--- config.mk ---
export PLATFORM = sky130hd
export DESIGN_NAME = sram_like_responder
export DESIGN_NICKNAME = d
export VERILOG_FILES = /design/src/rtl/sram_like_responder_pkg.sv /design/src/rtl/sram_like_responder_fifo.sv /design/src/rtl/sram_like_responder.sv
export SDC_FILE = /design/constraint.sdc
export NUM_CORES = 1
export LEC_CHECK = 0
export BUFFER_PORTS_ARGS = -buffer_cell sky130_fd_sc_hd__buf_2
export CAP_MARGIN = 20
export CORE_AREA = 2 2 103 105
export CTS_BUF_LIST = sky130_fd_sc_hd__clkbuf_8
export CTS_CLUSTER_SIZE = 20
export DETAILED_ROUTE_END_ITERATION = 16
export DIE_AREA = 0 0 105 107
export HOLD_SLACK_MARGIN = 0.05
export PLACE_DENSITY_LB_ADDON = 0.1
export SLEW_MARGIN = 10
export SYNTH_ARGS = -nofsm -noshare
export SYNTH_HDL_FRONTEND = slang
export SYNTH_SLANG_ARGS = --single-unit
--- constraint.sdc ---
create_clock -name clk -period 3.6 [get_ports clk]
set_input_delay 0.18 -clock clk [delete_from_list [all_inputs] [get_ports clk]]
set_output_delay 0.18 -clock clk [all_outputs]
set_load 0.02 [all_outputs]
--- src/rtl/sram_like_responder_pkg.sv ---
// Shared constants for the sram-like responder: transfer size encodings and
// the width of one queued response ({is_write, data}).
package sram_like_responder_pkg;

    localparam logic [1:0] SRAM_SIZE_B = 2'd0;
    localparam logic [1:0] SRAM_SIZE_H = 2'd1;
    localparam logic [1:0] SRAM_SIZE_W = 2'd2;

    localparam int RESP_W = 33;

endpackage

--- src/rtl/sram_like_responder_fifo.sv ---
// In-order response queue: DEPTH entries of WIDTH bits, circular pointers,
// combinational head. DEPTH must be a power of 2 so the pointers wrap naturally.
module resp_fifo #(
    parameter int DEPTH = 2,
    parameter int WIDTH = 33
) (
    input  logic                         clk,
    input  logic                         resetn,
    input  logic                         push,
    input  logic [WIDTH-1:0]             push_data,
    input  logic                         pop,
    output logic [WIDTH-1:0]             head_data,
    output logic [$clog2(DEPTH+1)-1:0]   count
);

    localparam int PW = $clog2(DEPTH);
    localparam int CW = $clog2(DEPTH + 1);

    logic [WIDTH-1:0] mem_reg [DEPTH];
    logic [PW-1:0]    wr_ptr_reg;
    logic [PW-1:0]    rd_ptr_reg;
    logic [CW-1:0]    count_reg;

    // Storage carries no reset so it maps onto plain distributed RAM.
    always_ff @(posedge clk) begin
        if (push) begin
            mem_reg[wr_ptr_reg] <= push_data;
        end
    end

    always_ff @(posedge clk) begin
        if (!resetn) begin
            wr_ptr_reg <= '0;
            rd_ptr_reg <= '0;
            count_reg  <= '0;
        end else begin
            if (push) begin
                wr_ptr_reg <= wr_ptr_reg + PW'(1);
            end
            if (pop) begin
                rd_ptr_reg <= rd_ptr_reg + PW'(1);
            end
            count_reg <= count_reg + CW'(push) - CW'(pop);
        end
    end

    assign head_data = mem_reg[rd_ptr_reg];
    assign count     = count_reg;

endmodule

--- src/rtl/sram_like_responder.sv ---
// Slave end of the sram-like req/addr_ok/data_ok interface in front of a
// 1-cycle-latency synchronous RAM, with tunable accept and response delays.
module sram_like_responder
    import sram_like_responder_pkg::*;
#(
    parameter int RAM_AW     = 16,
    parameter int DEPTH      = 2,
    parameter int ADDR_DELAY = 0,
    parameter int DATA_DELAY = 0
) (
    input  logic              clk,
    input  logic              resetn,
    input  logic              req,
    input  logic              wr,
    input  logic [1:0]        size,
    input  logic [3:0]        wstrb,
    input  logic [31:0]       addr,
    input  logic [31:0]       wdata,
    output logic              addr_ok,
    output logic              data_ok,
    output logic [31:0]       rdata,
    output logic              ram_en,
    output logic [3:0]        ram_wen,
    output logic [RAM_AW-1:0] ram_addr,
    output logic [31:0]       ram_wdata,
    input  logic [31:0]       ram_rdata
);

    localparam int OW  = $clog2(DEPTH + 1);
    localparam int ACW = (ADDR_DELAY > 0) ? $clog2(ADDR_DELAY + 1) : 1;
    localparam int DCW = (DATA_DELAY > 0) ? $clog2(DATA_DELAY + 1) : 1;

    logic [OW-1:0]     outstanding_reg;
    logic [ACW-1:0]    acnt_reg;
    logic [DCW-1:0]    dcnt_reg;
    logic              pipe_valid_reg;
    logic              pipe_wr_reg;

    logic              handshake;
    logic              addr_wait_done;
    logic              head_valid;
    logic              head_ready;
    logic              bypass;
    logic              fifo_push;
    logic              fifo_pop;
    logic [OW-1:0]     fifo_count;
    logic [RESP_W-1:0] head_data;
    logic [RESP_W-1:0] pipe_resp;
    logic              unused_bits;

    // Accept side: a response leaving this cycle does not free a slot until next cycle.
    assign addr_wait_done = (int'(acnt_reg) >= ADDR_DELAY);
    assign addr_ok        = resetn && req && (int'(outstanding_reg) < DEPTH) && addr_wait_done;
    assign handshake      = addr_ok;

    assign ram_en    = handshake;
    assign ram_addr  = addr[RAM_AW+1:2];
    assign ram_wdata = wdata;

    for (genvar gi = 0; gi < 4; gi++) begin : g_wen
        assign ram_wen[gi] = handshake & wr & wstrb[gi];
    end

    // Writes answer with zero data; reads pick up the RAM word one cycle later.
    assign pipe_resp  = {pipe_wr_reg, (pipe_wr_reg ? 32'd0 : ram_rdata)};

    assign head_valid = (fifo_count != '0);
    assign head_ready = head_valid && (int'(dcnt_reg) == DATA_DELAY);
    assign bypass     = (DATA_DELAY == 0) && !head_valid && pipe_valid_reg;

    assign data_ok    = resetn && (head_ready || bypass);
    assign fifo_pop   = resetn && head_ready;
    assign fifo_push  = pipe_valid_reg && !bypass;

    always_comb begin
        rdata = 32'd0;
        if (data_ok) begin
            rdata = head_ready ? head_data[31:0] : pipe_resp[31:0];
        end
    end

    resp_fifo #(
        .DEPTH (DEPTH),
        .WIDTH (RESP_W)
    ) u_resp_fifo (
        .clk       (clk),
        .resetn    (resetn),
        .push      (fifo_push),
        .push_data (pipe_resp),
        .pop       (fifo_pop),
        .head_data (head_data),
        .count     (fifo_count)
    );

    always_ff @(posedge clk) begin
        if (!resetn) begin
            outstanding_reg <= '0;
            acnt_reg        <= '0;
            dcnt_reg        <= '0;
            pipe_valid_reg  <= 1'b0;
            pipe_wr_reg     <= 1'b0;
        end else begin
            outstanding_reg <= outstanding_reg + OW'(handshake) - OW'(data_ok);

            if (!req || handshake) begin
                acnt_reg <= '0;
            end else if (int'(acnt_reg) < ADDR_DELAY) begin
                acnt_reg <= acnt_reg + ACW'(1);
            end

            // The head wait restarts whenever a new entry becomes head.
            if (!head_valid || fifo_pop) begin
                dcnt_reg <= '0;
            end else if (int'(dcnt_reg) < DATA_DELAY) begin
                dcnt_reg <= dcnt_reg + DCW'(1);
            end

            pipe_valid_reg <= handshake;
            pipe_wr_reg    <= handshake & wr;
        end
    end

    assign unused_bits = ^{size, addr[1:0], addr[31:RAM_AW+2], head_data[RESP_W-1]}
                         ^ (size > SRAM_SIZE_W);

endmodule

Word level (Yosys, flattened, before mapping)
Memories as Yosys holds them, arrays and structs flattened. A register that Yosys moved wholly into a read port is not among the register bits.
Index checks and enable logic that the tools add are counted.

storage, ports and cells
  input bits = 106
  bits in registers = 8
  word-level logic and storage cells = 36
  output and inout port bits = 87
  bits in writable memories = 66
  memories = 1

operators by class
  order comparisons = 1
  multiplexer cells = 7
  reduce and logical (&&, ||, !) cells = 10
  add/sub/neg operators = 6
  bitwise gates (word level) = 5

memories
  memory               depth  width  rd ports  clocked after Yosys merged registers in  wr ports  RTL line                        text
  u_resp_fifo.mem_reg  2      33     1         1                                        1         sram_like_responder_fifo.sv:19  logic [WIDTH-1:0] mem_reg [DEPTH];

operators by type and width
  operator                                     number
  32-bit two-way mux                           3
  1-bit logical AND                            6
  1-bit bitwise AND                            5
  2-bit by 1-bit adder with 2-bit output       2
  1-bit two-way mux                            4
  2-bit by 1-bit subtractor with 2-bit output  2
  1-bit adder (second input constant)          2
  1-bit logical NOT                            2
  2-bit < comparator (second input constant)   1
  2-bit nonzero test                           1
  1-bit logical OR                             1

Logic depth before layout (Yosys ltp)
Gate-level depths: netlist of run 1.

  depth in word-level cells = 7
  gate-level depth with buffers = 8

By module
A second synthesis of run 1 with hierarchy kept.

second synthesis, totals
  cells, all modules = 345
  area, all modules = 4312.9 um2

modules (own cells, without submodules)
  module               cells an instance  seq. area each (um2)  area each (um2)  times used
  resp_fifo            122                2082.0                2752.6           1
  sram_like_responder  223                80.1                  1560.2           1

Least setup slack after synthesis of run 1
OpenSTA, ideal clock, no wires.

  path type = register to register
  start point = register u_resp_fifo.count_reg[0] (netlist: u_resp_fifo.count[0])
  end point = memory u_resp_fifo.mem_reg[0][0] (enable)
  data required time = 3.175 ns
  cell stages (with the launch flop) = 3
  setup time = 0.425 ns
  slack = 1.097 ns
  path buffers = 0
  arrival = 2.079 ns
  cells stage by stage = dfxtp_1 -> o21a_1 -> nor2b_1

on the way
  word-level cells in the longest chain between the ends = 7

ends and longest elaborated chain
  element                                  RTL line                        text
  start: declaration                       sram_like_responder_fifo.sv:22  logic [CW-1:0] count_reg;
  start signal: assignment                 sram_like_responder_fifo.sv:43  count_reg <= count_reg + CW'(push) - CW'(pop);
  2-bit nonzero test                       sram_like_responder.sv:67       assign head_valid = (fifo_count != '0);
  1-bit logical NOT                        -
  1-bit logical AND                        sram_like_responder.sv:69       assign bypass = (DATA_DELAY == 0) && !head_valid && pipe_valid_reg;
  1-bit logical NOT                        sram_like_responder.sv:73       assign fifo_push = pipe_valid_reg && !bypass;
  1-bit logical AND                        sram_like_responder.sv:73
  net fifo_push                            sram_like_responder.sv:44       logic fifo_push;
  1-bit two-way mux                        sram_like_responder_fifo.sv:26  if (push) begin
  1-bit two-way mux (implied by the code)  sram_like_responder_fifo.sv:27  mem_reg[wr_ptr_reg] <= push_data;
  end: declaration                         sram_like_responder_fifo.sv:19

The timed path passes the listed nets, and every way through them passes these cells.

Worst setup path in the final report of run 1
  start point = register u_resp_fifo.count_reg[1] (netlist: u_resp_fifo.count[1])
  end point = output rdata[21]

on the way
  word-level cells in the longest chain between the ends = 6
  elaborated cells on any way between the ends = 7

ends and longest elaborated chain
  element               RTL line                   text
  2-bit nonzero test *  sram_like_responder.sv:67
  1-bit logical NOT     -
  1-bit logical AND     sram_like_responder.sv:69
  1-bit logical OR      sram_like_responder.sv:71  assign data_ok = resetn && (head_ready || bypass);
  1-bit logical AND     sram_like_responder.sv:71
  32-bit two-way mux *  sram_like_responder.sv:77  if (data_ok) begin
  end: declaration      sram_like_responder.sv:21  output logic [31:0] rdata,

Mark *: on every way between the ends. The rest lies on a longest branch, timed or not.

==> results.ini, run 1 <==
[setup_path]
reg2reg_from=u_resp_fifo.count[0]$_SDFF_PN0_
critPathMaxFanout=32
crit_arrival_ns=2.38
r2r_cells=3
cp-start-kind=register
r2r_end=u_resp_fifo.mem_reg[1][10]$_DFFE_PP_
cp.required_ns=3.42
rrSetupSlack_ns=1.59
worstSetupPathType=reg -> out
end_kind=primary output

[logic_synthesis]
synth_top_area_share_pct=48.5
ys_seq_area_share_pct=53.0
syn_nets=415
synth_warnings=0
synth_area_um2=3970
synth_cell_type_count=29
avgSynthCellArea_um2=13.0
synth_cells=305
yosys.area.top_type=edfxtp_1
ys_seq_elements=73
synthTopCellsByArea=edfxtp_1 (48%), o32ai_2 (11%), buf_4 (9.3%)

[routing]
postRouteAntennaNets=0
via_per_inst=4.74
vias=2226
drt-initial-drc-count=81
wl_um=7600
firstDrtPassIters=4
wl_per_cell_um=16.2
drcViolationCount=0

[final_layout]
layout_common_cells=buf_2 (78), edfxtp_1 (64), inv_1 (42)
drive_gt1_share_pct=39.2
diodes=0
area_growth_pct=8.24
layout_commonest_cell=buf_2
fin_nets=439
largest_reg_flops=64
stdcell_count=470

[place]
gp_congestion=0.665
dp.cells=454
dp_slack_ns=1.37
dp_hpwl_um=4630
portBuffers=78

[cts]
numCtsBuffers=9
ctsResizeCount=0
cts_tree=yes
cts_hold_buf=0
clock_latency_ns=0.33
clk_pin_slew_ns=0.07
h-tree-depth=3
cts_root_buffer=clkbuf_8
cts_sinks=73
cts_setup_buffers=0
clockBufferDepth=2

[floorplan]
die_x_um=105
die_y_um=107
io_pins=193
die_area_um2=11200
start_util_pct=39.3
rows=37
coreArea_um2=10100

[global_routing]
grt_pass1_wl_um=12000
antenna_found_initial=0
grt_pass1_vias=2336
gr-total-overflow=0
track_usage_pct=13.8
grt_start_max_net_pins=34

[timing]
hold_viol=0
rsz0062_at_grt=no
worst_slack_ns=1.04
max_slew.worst_pin.slew_ns=1.09
fmax_mhz=391
finalCritPeriodShare_pct=71.0
max_slew_margin_pct=27.3
tns_ns=0
post-route-min-period_ns=2.56
drv_slew=0
worst_hold_slack_ns=0.111
fin_worst_skew_ns=0.00864
setup_viol=0

[outcome]
status=finished, final reports clean

[pwr]
power_mw=2.43
peakVddDrop_mv=0.253
power.density_nw_per_um2=567
p_leak_nw=1.73

[run]
maxCapViolations=0

[hold_path]
hold_end=pipe_valid_reg$_SDFF_PN0_
hp-start=req
min_path_cells=3
min_path_type=in -> reg

## critical path, stage by stage, from the launching register on
cell       delay, ns
dfxtp_1         0.38
nand4bb_4       0.86
o32ai_2         0.56
buf_2           0.24
## Yosys cell counts
master and instances:
edfxtp_1 64, buf_4 49, inv_1 37, nor2_1 34, mux2i_1 33, o32ai_2 27, buf_2 12, dfxtp_1 9
and2_1 7, ha_1 4, buf_1 3, buf_6 3, o32ai_4 3, and3_1 2, nand2_1 2, nor2b_1 2
o32ai_1 2, and4b_1 1, clkbuf_1 1, nand2b_1 1, nand4bb_1 1, nor2b_2 1, o21a_1 1, o21ai_0 1
o21ai_2 1, o31a_2 1, or3_2 1, xnor3_1 1, xnor3_4 1
## logic make-up (layout without fill, tap and decap cells)
family                     count (synthesis)  in the layout  share of synthesized area (%)
AOI/OAI and AO/OA                         36             36                           14.4
xor gates and xnor gates                   2              2                           1.23
adders and majority gates                  4              4                           1.26
buffers and inverters                    105            134                           15.5
DFF                                       73             73                           53.0
muxes                                     33             33                           8.33
and+or+nand+nor                           52             52                           6.25
## metal layers
layer	track usage, %	wire [µm]	vias up
met4	6.29	138	0
li1	-	-	1082
met5	0	0	-
met1	16.6	3230	1073
met2	23.7	3890	49
met3	2.86	333	22
## where the power goes
part           total [mW]  switching [mW]  internal (mW)  leakage (nW)
Clock               0.534           0.278          0.256         0.102
Combinational       0.761           0.396          0.365         0.979
Sequential           1.14           0.132           1.01         0.653
## final cells by class
cell class,instances,area (µm²)
clock buffer,10,138
clock inverter,6,23.8
fill,1003,5800
inverter,37,139
multi-input combinational,127,1280
sequential,73,2100
tap,136,170
timing repair buffer,81,438
## how the worst max path moves through the flow
stage                                          startpoint                             endpoint  slack, ns  depth (start not counted)
after floorplan           u_resp_fifo.count[0]$_SDFF_PN0_  u_resp_fifo.mem_reg[0][0]$_DFFE_PP_       1.10                          2
after global placement    u_resp_fifo.count[1]$_SDFF_PN0_                            rdata[21]       1.39                          3
after detailed placement  u_resp_fifo.count[1]$_SDFF_PN0_                             rdata[6]       1.37                          3
after CTS                 u_resp_fifo.count[1]$_SDFF_PN0_                             rdata[6]       1.00                          3
after global routing      u_resp_fifo.count[1]$_SDFF_PN0_                            rdata[31]       0.87                          3
final                     u_resp_fifo.count[1]$_SDFF_PN0_                            rdata[21]       1.04                          3
## per-stage QoR
step           utilization [%]  instance area [µm²]
2_1_floorplan                -                 3970
3_3_place_gp              40.9                 4130
3_5_place_dp              40.9                 4130
4_1_cts                   42.5                 4290
5_1_grt                   42.5                 4290
6_report                  42.5                 4290
(Power assumes the default switching activity.)
==> run 2, diff against run 1 <==
- ABC_AREA: unset -> 1
- CORE_AREA: 2 2 103 105 -> 2 2 104 106
- DIE_AREA: 0 0 105 107 -> 0 0 106 108
- clock period: 3.6 -> 2.15 ns (I/O delays scaled with it)
==> run 2 against run 1 <==
Utilization increased by 1.1 points; clock skew decreased by 0.0027 ns; synthesized cell count increased by 63%; die area increased by 1.9%; wire length increased by 3.5%; final cell count increased by 42%; clock-buffer cell count decreased by 1; sequential power increased by 51%; non-clock buffer count increased by 11; power increased by 80%; flip-flop and latch count unchanged; largest cell class unchanged.
==> results.ini, run 2 <==
[outcome]
status=finished, final reports clean  ; unchanged

[routing]
wl_um=7860  ; was 7600 µm
drt-initial-drc-count=121  ; was 81
vias=2920  ; was 2226
firstDrtPassIters=5  ; was 4
wl_per_cell_um=11.8  ; was 16.2 µm
via_per_inst=4.38  ; was 4.74
postRouteAntennaNets=0  ; unchanged
drcViolationCount=0  ; unchanged

[timing]
max_slew.worst_pin.slew_ns=0.444  ; was 1.09 ns
finalCritPeriodShare_pct=90.1
rsz0062_at_grt=no  ; unchanged
fin_worst_skew_ns=0.00595  ; was 0.00864 ns
max_slew_margin_pct=70.4  ; was 27.3%
tns_ns=0  ; unchanged
drv_slew=0  ; unchanged
worst_hold_slack_ns=0.0621  ; was 0.111 ns
hold_viol=0  ; unchanged
setup_viol=0  ; unchanged
fmax_mhz=516
post-route-min-period_ns=1.94
worst_slack_ns=0.214  ; was 1.04 ns

[final_layout]
largest_reg_flops=64  ; unchanged
layout_common_cells=nand2_1 (107), inv_1 (88), buf_2 (78)  ; was buf_2 (78), edfxtp_1 (64), inv_1 (42)
diodes=0  ; unchanged
drive_gt1_share_pct=20.7  ; was 39.2%
area_growth_pct=9.93  ; was 8.24%
fillers=1057  ; was 1003
stdcell_count=667  ; was 470
final_core_util_pct=43.6  ; was 42.5%
layout_commonest_cell=nand2_1  ; was buf_2
fin_nets=636  ; was 439

[floorplan]
die_x_um=106  ; was 105 µm
rows=37  ; unchanged
die_y_um=108  ; was 107 µm
io_pins=193  ; unchanged
start_util_pct=39.7  ; was 39.3%
coreArea_um2=10200  ; was 10100 µm²
die_area_um2=11400  ; was 11200 µm²

[logic_synthesis]
synthTopCellsByCount=nand2_1 (107), inv_1 (88), nor2_1 (76)  ; was edfxtp_1 (64), buf_4 (49), inv_1 (37)
syn_nets=606  ; was 415
synth_top_area_share_pct=47.4  ; was 48.5%
synthTopCellsByArea=edfxtp_1 (47%), nand2_1 (9.9%), buf_4 (9.3%)  ; was edfxtp_1 (48%), o32ai_2 (11%), buf_4 (9.3%)
ys_seq_elements=73  ; unchanged
synthArstFlopShare_pct=0  ; unchanged
yosysMostFrequentCell=nand2_1  ; was edfxtp_1
yosys.area.top_type=edfxtp_1  ; unchanged
synth_edf_count=64  ; unchanged
synth_cells=496  ; was 305
synth_cell_type_count=19  ; was 29
ys_seq_area_share_pct=51.8  ; was 53.0%
synth_warnings=0  ; unchanged
synth-main-ff-cell=edfxtp_1  ; unchanged
synth_area_um2=4060  ; was 3970 µm²
avgSynthCellArea_um2=8.18  ; was 13.0 µm²

[setup_path]
end_kind=primary output  ; unchanged
r2r_end=outstanding_reg[1]$_SDFF_PN0_  ; was u_resp_fifo.mem_reg[1][10]$_DFFE_PP_
critPathMaxFanout=17  ; was 32
crit_arrival_ns=1.83  ; was 2.38 ns
cp-start-kind=register  ; unchanged
critPathSlowestCell=dfxtp_1  ; was nand4bb_4
cpPeakStageDelay_ns=0.42  ; was 0.86 ns
rrSetupSlack_ns=0.45  ; was 1.59 ns
cp.required_ns=2.04  ; was 3.42 ns
crit_top_cell=buf_4
path_delay_family=buffers and inverters  ; was simple AND/OR/NAND/NOR gates
worstSetupPathType=reg -> out  ; unchanged
crit_chain=nor2_4 > buf_4 > nand2_4 > buf_4 > nand3_1 > nor2_1 > buf_2  ; was nand4bb_4 > o32ai_2 > buf_2
r2r_cells=10  ; was 3
reg2reg_from=pipe_valid_reg$_SDFF_PN0_  ; was u_resp_fifo.count[0]$_SDFF_PN0_
cp.buffers_inverters=3  ; was 1

[cts]
cts_root_buffer=clkbuf_8  ; unchanged
clockBufferDepth=2  ; unchanged
cts_tree=yes  ; unchanged
numCtsBuffers=9  ; unchanged
clock_latency_ns=0.34  ; was 0.33 ns
clk_pin_slew_ns=0.07  ; about the same
cts_setup_buffers=0  ; unchanged
cts_sinks=73  ; unchanged
h-tree-depth=3  ; unchanged

[pwr]
power.clock.fraction_pct=25.6  ; was 21.9%
swShare_pct=35.7  ; was 33.1%
p_switching_mw=1.57  ; was 0.806 mW
combPwrFrac_pct=35.1  ; was 31.3%
peakVddDrop_mv=0.400  ; was 0.253 mV
p_leak_nw=2.28  ; was 1.73 nW
seq_power_share_pct=39.3  ; was 46.8%
p_int_mw=2.82  ; was 1.63 mW
power.density_nw_per_um2=984  ; was 567 nW/µm²

[hold_path]
hold_end=pipe_wr_reg$_SDFF_PN0_  ; was pipe_valid_reg$_SDFF_PN0_
hp-start=wr  ; was req
min_path_cells=3  ; unchanged
min_path_type=in -> reg  ; unchanged

[place]
dp_hpwl_um=5170  ; was 4630 µm
dp.cells=650  ; was 454
portBuffers=78  ; unchanged
dp_slack_ns=0.452  ; was 1.37 ns
gp_congestion=0.708  ; was 0.665

[global_routing]
gr-total-overflow=0  ; unchanged
grt_start_max_net_pins=65  ; was 34
antenna_found_initial=0  ; unchanged
grt_pass1_vias=2789  ; was 2336
track_usage_pct=14.4  ; was 13.8%
grt_pass1_wl_um=13000  ; was 12000 µm

[run]
maxCapViolations=0  ; unchanged

## run 2: cell count changes in the layout (fill, tap and decap cells not counted), sizes merged, moves of 3 or more
cell	previous run	this run
o21ai	2	32
clkinv	1	4
inv	42	88
buf	81	91
nor2	34	78
nor2b	3	0
nand2	2	108
nand3	0	36
o32ai	32	0
a21oi	0	3
mux2i	33	0
and2	7	0
## run 2: power by group through the flow
stage               logic, mW  clock network [mW]  registers, mW
detailed placement       1.56                   0           1.76
finish                   1.54                1.12           1.72
global placement         1.54                   0           1.76
CTS                      1.57                1.16           1.73
floorplan                1.29                   0           1.75
global route             1.77                1.22           1.74
## run 2: metrics by stage
step	total power, mW	cell area [µm²]
after global routing	4.72	4460
after detailed placement	3.31	4240
after global placement	3.30	4240
after floorplan	3.04	4060
after CTS	4.45	4460
final	4.39	4460
## run 2: worst max path at each step
stage | startpoint | end | cells past startpoint
6_report | u_resp_fifo.count[1]$_SDFF_PN0_ | rdata[5] | 7
5_1_grt | u_resp_fifo.count[1]$_SDFF_PN0_ | rdata[15] | 7
4_1_cts | u_resp_fifo.count[1]$_SDFF_PN0_ | rdata[5] | 7
3_5_place_dp | u_resp_fifo.count[1]$_SDFF_PN0_ | rdata[5] | 7
3_3_place_gp | u_resp_fifo.count[1]$_SDFF_PN0_ | rdata[5] | 7
2_1_floorplan | u_resp_fifo.count[1]$_SDFF_PN0_ | u_resp_fifo.mem_reg[0][0]$_DFFE_PP_ | 5
## run 2: worst reg2reg max path, delay by kind of cell (launching register included)
family	cells	cell delay [ns]
AND/OR/NAND/NOR	4	0.26
adder cells (fa/ha/maj)	2	0.45
buffers and inverters	3	0.21
flip-flops	1	0.36
AO/OA/AOI/OAI	1	0.33
## run 2: cells by family (layout without fill, tap and decap cells)
group           after synthesis  after routing  synth area share, %
simple gates                222            222                 22.0
buf+inv                     161            196                 20.5
flops                        73             73                 51.8
compound gates               35             35                 4.32
fa+ha+maj                     4              4                 1.23
xor+xnor                      1              1                0.216
## run 2: timing repair
item	CTS	global route
resized for setup	0	1
hold buffers	1	0
endpoints found under the setup margin	0	7
hold endpoints to repair	1	0
## run 2: layout make-up
class	instances	area, µm²	area share [%]
Inverter	88	330	7.41
Timing Repair Buffer	92	510	11.4
Clock buffer	9	124	2.78
Clock inverter	7	85.1	1.91
Multi-Input combinational cell	262	1140	25.5
Tap cell	136	170	3.81
Sequential cell	73	2100	47.2
## run 2: routing by layer
layer / track usage, % / wire length, µm / vias up
met2: 23.8 / 3530 / 92
met1: 18.1 / 3720 / 1268
met3: 3.32 / 415 / 23
li1: - / - / 1537
met4: 6.39 / 197 / 0
met5: 0 / 0 / -
==> run 3, diff against run 2 <==
- CORE_AREA: 2 2 104 106 -> 2 2 134 84
- DIE_AREA: 0 0 106 108 -> 0 0 136 86
- clock period: 2.15 -> 2.17 ns (I/O delays scaled with it)
==> run 3 against run 2 <==
Utilization is 0.36 points lower; register-to-register slack is essentially flat; final cell count grew 1.9%; sequential share of layout area down 0.28 points; clock-buffer cell count is the same; global-route usage grew 0.57 points; setup slack worse by 0.022 ns; via count is 1.2% higher.
==> results.ini, run 3 (synthesis results as in run 2) <==
[cts]
h-tree-depth=3  ; unchanged
clock_latency_ns=0.35  ; was 0.34 ns
cts_sinks=73  ; unchanged
clockBufferDepth=2  ; unchanged
cts_root_buffer=clkbuf_8  ; unchanged
numCtsBuffers=9  ; unchanged
clk_pin_slew_ns=0.07  ; about the same
cts_tree=yes  ; unchanged
cts_setup_buffers=0  ; unchanged

[pwr]
peakVddDrop_mv=0.416  ; was 0.400 mV
power.clock.fraction_pct=20.8  ; was 25.6%
power_mw=4.12  ; was 4.39 mW
power.density_nw_per_um2=918  ; was 984 nW/µm²
seq_power_share_pct=42.0  ; was 39.3%
swShare_pct=38.0  ; was 35.7%
combPwrFrac_pct=37.3  ; was 35.1%
p_switching_mw=1.56  ; was 1.57 mW
p_int_mw=2.55  ; was 2.82 mW
p_leak_nw=2.30  ; was 2.28 nW

[timing]
rsz0062_at_grt=no  ; unchanged
max_slew.worst_pin.slew_ns=0.535  ; was 0.444 ns
max_slew_margin_pct=64.3  ; was 70.4%
fmax_mhz=506
setup_viol=0  ; unchanged
worst_hold_slack_ns=0.0667  ; was 0.0621 ns
finalCritPeriodShare_pct=91.2
hold_viol=0  ; unchanged
post-route-min-period_ns=1.98
drv_slew=0  ; unchanged
tns_ns=0  ; unchanged
fin_worst_skew_ns=0.00731  ; was 0.00595 ns

[place]
dp_hpwl_um=5610  ; was 5170 µm
gp_congestion=0.708  ; about the same
portBuffers=78  ; unchanged

[global_routing]
antenna_found_initial=0  ; unchanged
gr-total-overflow=0  ; unchanged
track_usage_pct=15.0  ; was 14.4%
grt_pass1_wl_um=13300  ; was 13000 µm
grt_start_max_net_pins=51  ; was 65
grt_pass1_vias=2716  ; was 2789

[final_layout]
diodes=0  ; unchanged
fin_nets=646  ; was 636
layout_common_cells=nand2_1 (107), inv_1 (90), buf_2 (78)  ; was nand2_1 (107), inv_1 (88), buf_2 (78)
largest_reg_flops=64  ; unchanged
area_growth_pct=10.6  ; was 9.93%
drive_gt1_share_pct=20.3  ; was 20.7%
layout_commonest_cell=nand2_1  ; unchanged

[floorplan]
start_util_pct=39.1  ; was 39.7%
die_area_um2=11700  ; was 11400 µm²
die_x_um=136  ; was 106 µm
coreArea_um2=10400  ; was 10200 µm²
io_pins=193  ; unchanged
die_y_um=86  ; was 108 µm
rows=29  ; was 37

[routing]
wl_met3_um=580  ; was 415 µm
wl_met2_um=3490  ; was 3530 µm
firstDrtPassIters=4  ; was 5
vias=2954  ; was 2920
highest_layer=met4  ; unchanged
wl_um=8400  ; was 7860 µm
wl_per_cell_um=12.4  ; was 11.8 µm
drt-initial-drc-count=126  ; was 121
via_per_inst=4.34  ; was 4.38
drcViolationCount=0  ; unchanged
wirelength_met1_um=4270  ; was 3720 µm
postRouteAntennaNets=0  ; unchanged

[hold_path]
min_path_type=in -> reg  ; unchanged

[setup_path]
cp.buffers_inverters=2  ; was 3
crit_top_cell=nor2_1  ; was buf_4
end_kind=primary output  ; unchanged
crit_arrival_ns=1.87  ; was 1.83 ns
cp.required_ns=2.06  ; was 2.04 ns
cpPeakStageDelay_ns=0.47  ; was 0.42 ns
critPathMaxFanout=50  ; was 17
path_delay_family=buffers and inverters  ; unchanged
critPathSlowestCell=buf_4  ; was dfxtp_1
cp-start-kind=register  ; unchanged
crit_chain=nor2_4 > buf_4 > nor2_1 > nor2_1 > buf_2  ; was nor2_4 > buf_4 > nand2_4 > buf_4 > nand3_1 > nor2_1 > buf_2
worstSetupPathType=reg -> out  ; unchanged
rrSetupSlack_ns=0.46  ; was 0.45 ns

[run]
maxCapViolations=0  ; unchanged

[outcome]
status=finished, final reports clean  ; unchanged

-- run 3: cell count changes in the layout (fill, tap and decap cells not counted), sizes merged --
cell,previous run,this run
dlygate4sd3,1,9
buf,91,93
bufinv,2,0
inv,88,90
clkinv,4,5
clkinvlp,1,0
-- run 3: metal layers --
layer,up-vias,track usage [%]
li1,1553,-
met1,1302,20.2
met2,87,23.0
met3,12,5.26
met4,0,3.98
met5,-,0
-- run 3: final cells by class --
type / instances / area (µm²)
Timing Repair Buffer: 102 / 593
Sequential cell: 73 / 2100
Clock buffer: 9 / 124
Multi-Input combinational cell: 262 / 1130
Clock inverter: 7 / 30.0
Fill cell: 1070 / 5890
Inverter: 88 / 330
Tap cell: 139 / 174
-- run 3: worst paths after layout --
| kind | start | to | depth (start not counted) |
|---|---|---|---|
| setup / recovery | u_resp_fifo.count[1]$_SDFF_PN0_ | rdata[1] | 5 |
| hold / removal | ram_rdata[27] | u_resp_fifo.mem_reg[0][27]$_DFFE_PP_ | 3 |
| setup reg to reg | u_resp_fifo.count[1]$_SDFF_PN0_ | u_resp_fifo.count[1]$_SDFF_PN0_ | 11 |
| hold reg to reg | u_resp_fifo.rd_ptr_reg$_SDFFE_PN0P_ | u_resp_fifo.rd_ptr_reg$_SDFFE_PN0P_ | 2 |
-- run 3: power groups by stage --
| stage | Clock (mW) | Combinational [mW] | Sequential (mW) |
|---|---|---|---|
| 2_1_floorplan | 0 | 1.28 | 1.73 |
| 3_3_place_gp | 0 | 1.51 | 1.76 |
| 3_5_place_dp | 0 | 1.53 | 1.76 |
| 4_1_cts | 0.899 | 1.55 | 1.73 |
| 5_1_grt | 0.958 | 1.75 | 1.74 |
| 6_report | 0.855 | 1.53 | 1.73 |
-- run 3: worst min-delay path: stages --
cell	delay [ns]
buf_2	0.08
nand2_1	0.06
inv_1	0.07
-- run 3: what timing repair did --
action / CTS / global route
endpoints found under the hold margin: 14 / 0
hold buffers: 9 / 0
gates resized for setup: 0 / 0
-- run 3: through the flow --
step,setup slack [ns],utilization (%),std cells,area (µm²)
after floorplan,0.151,-,496,4060
after global placement,0.496,40.9,655,4240
after detailed placement,0.471,40.9,655,4240
after CTS,0.182,43.2,680,4490
after global routing,0.0259,43.2,680,4490
final,0.192,43.2,680,4490
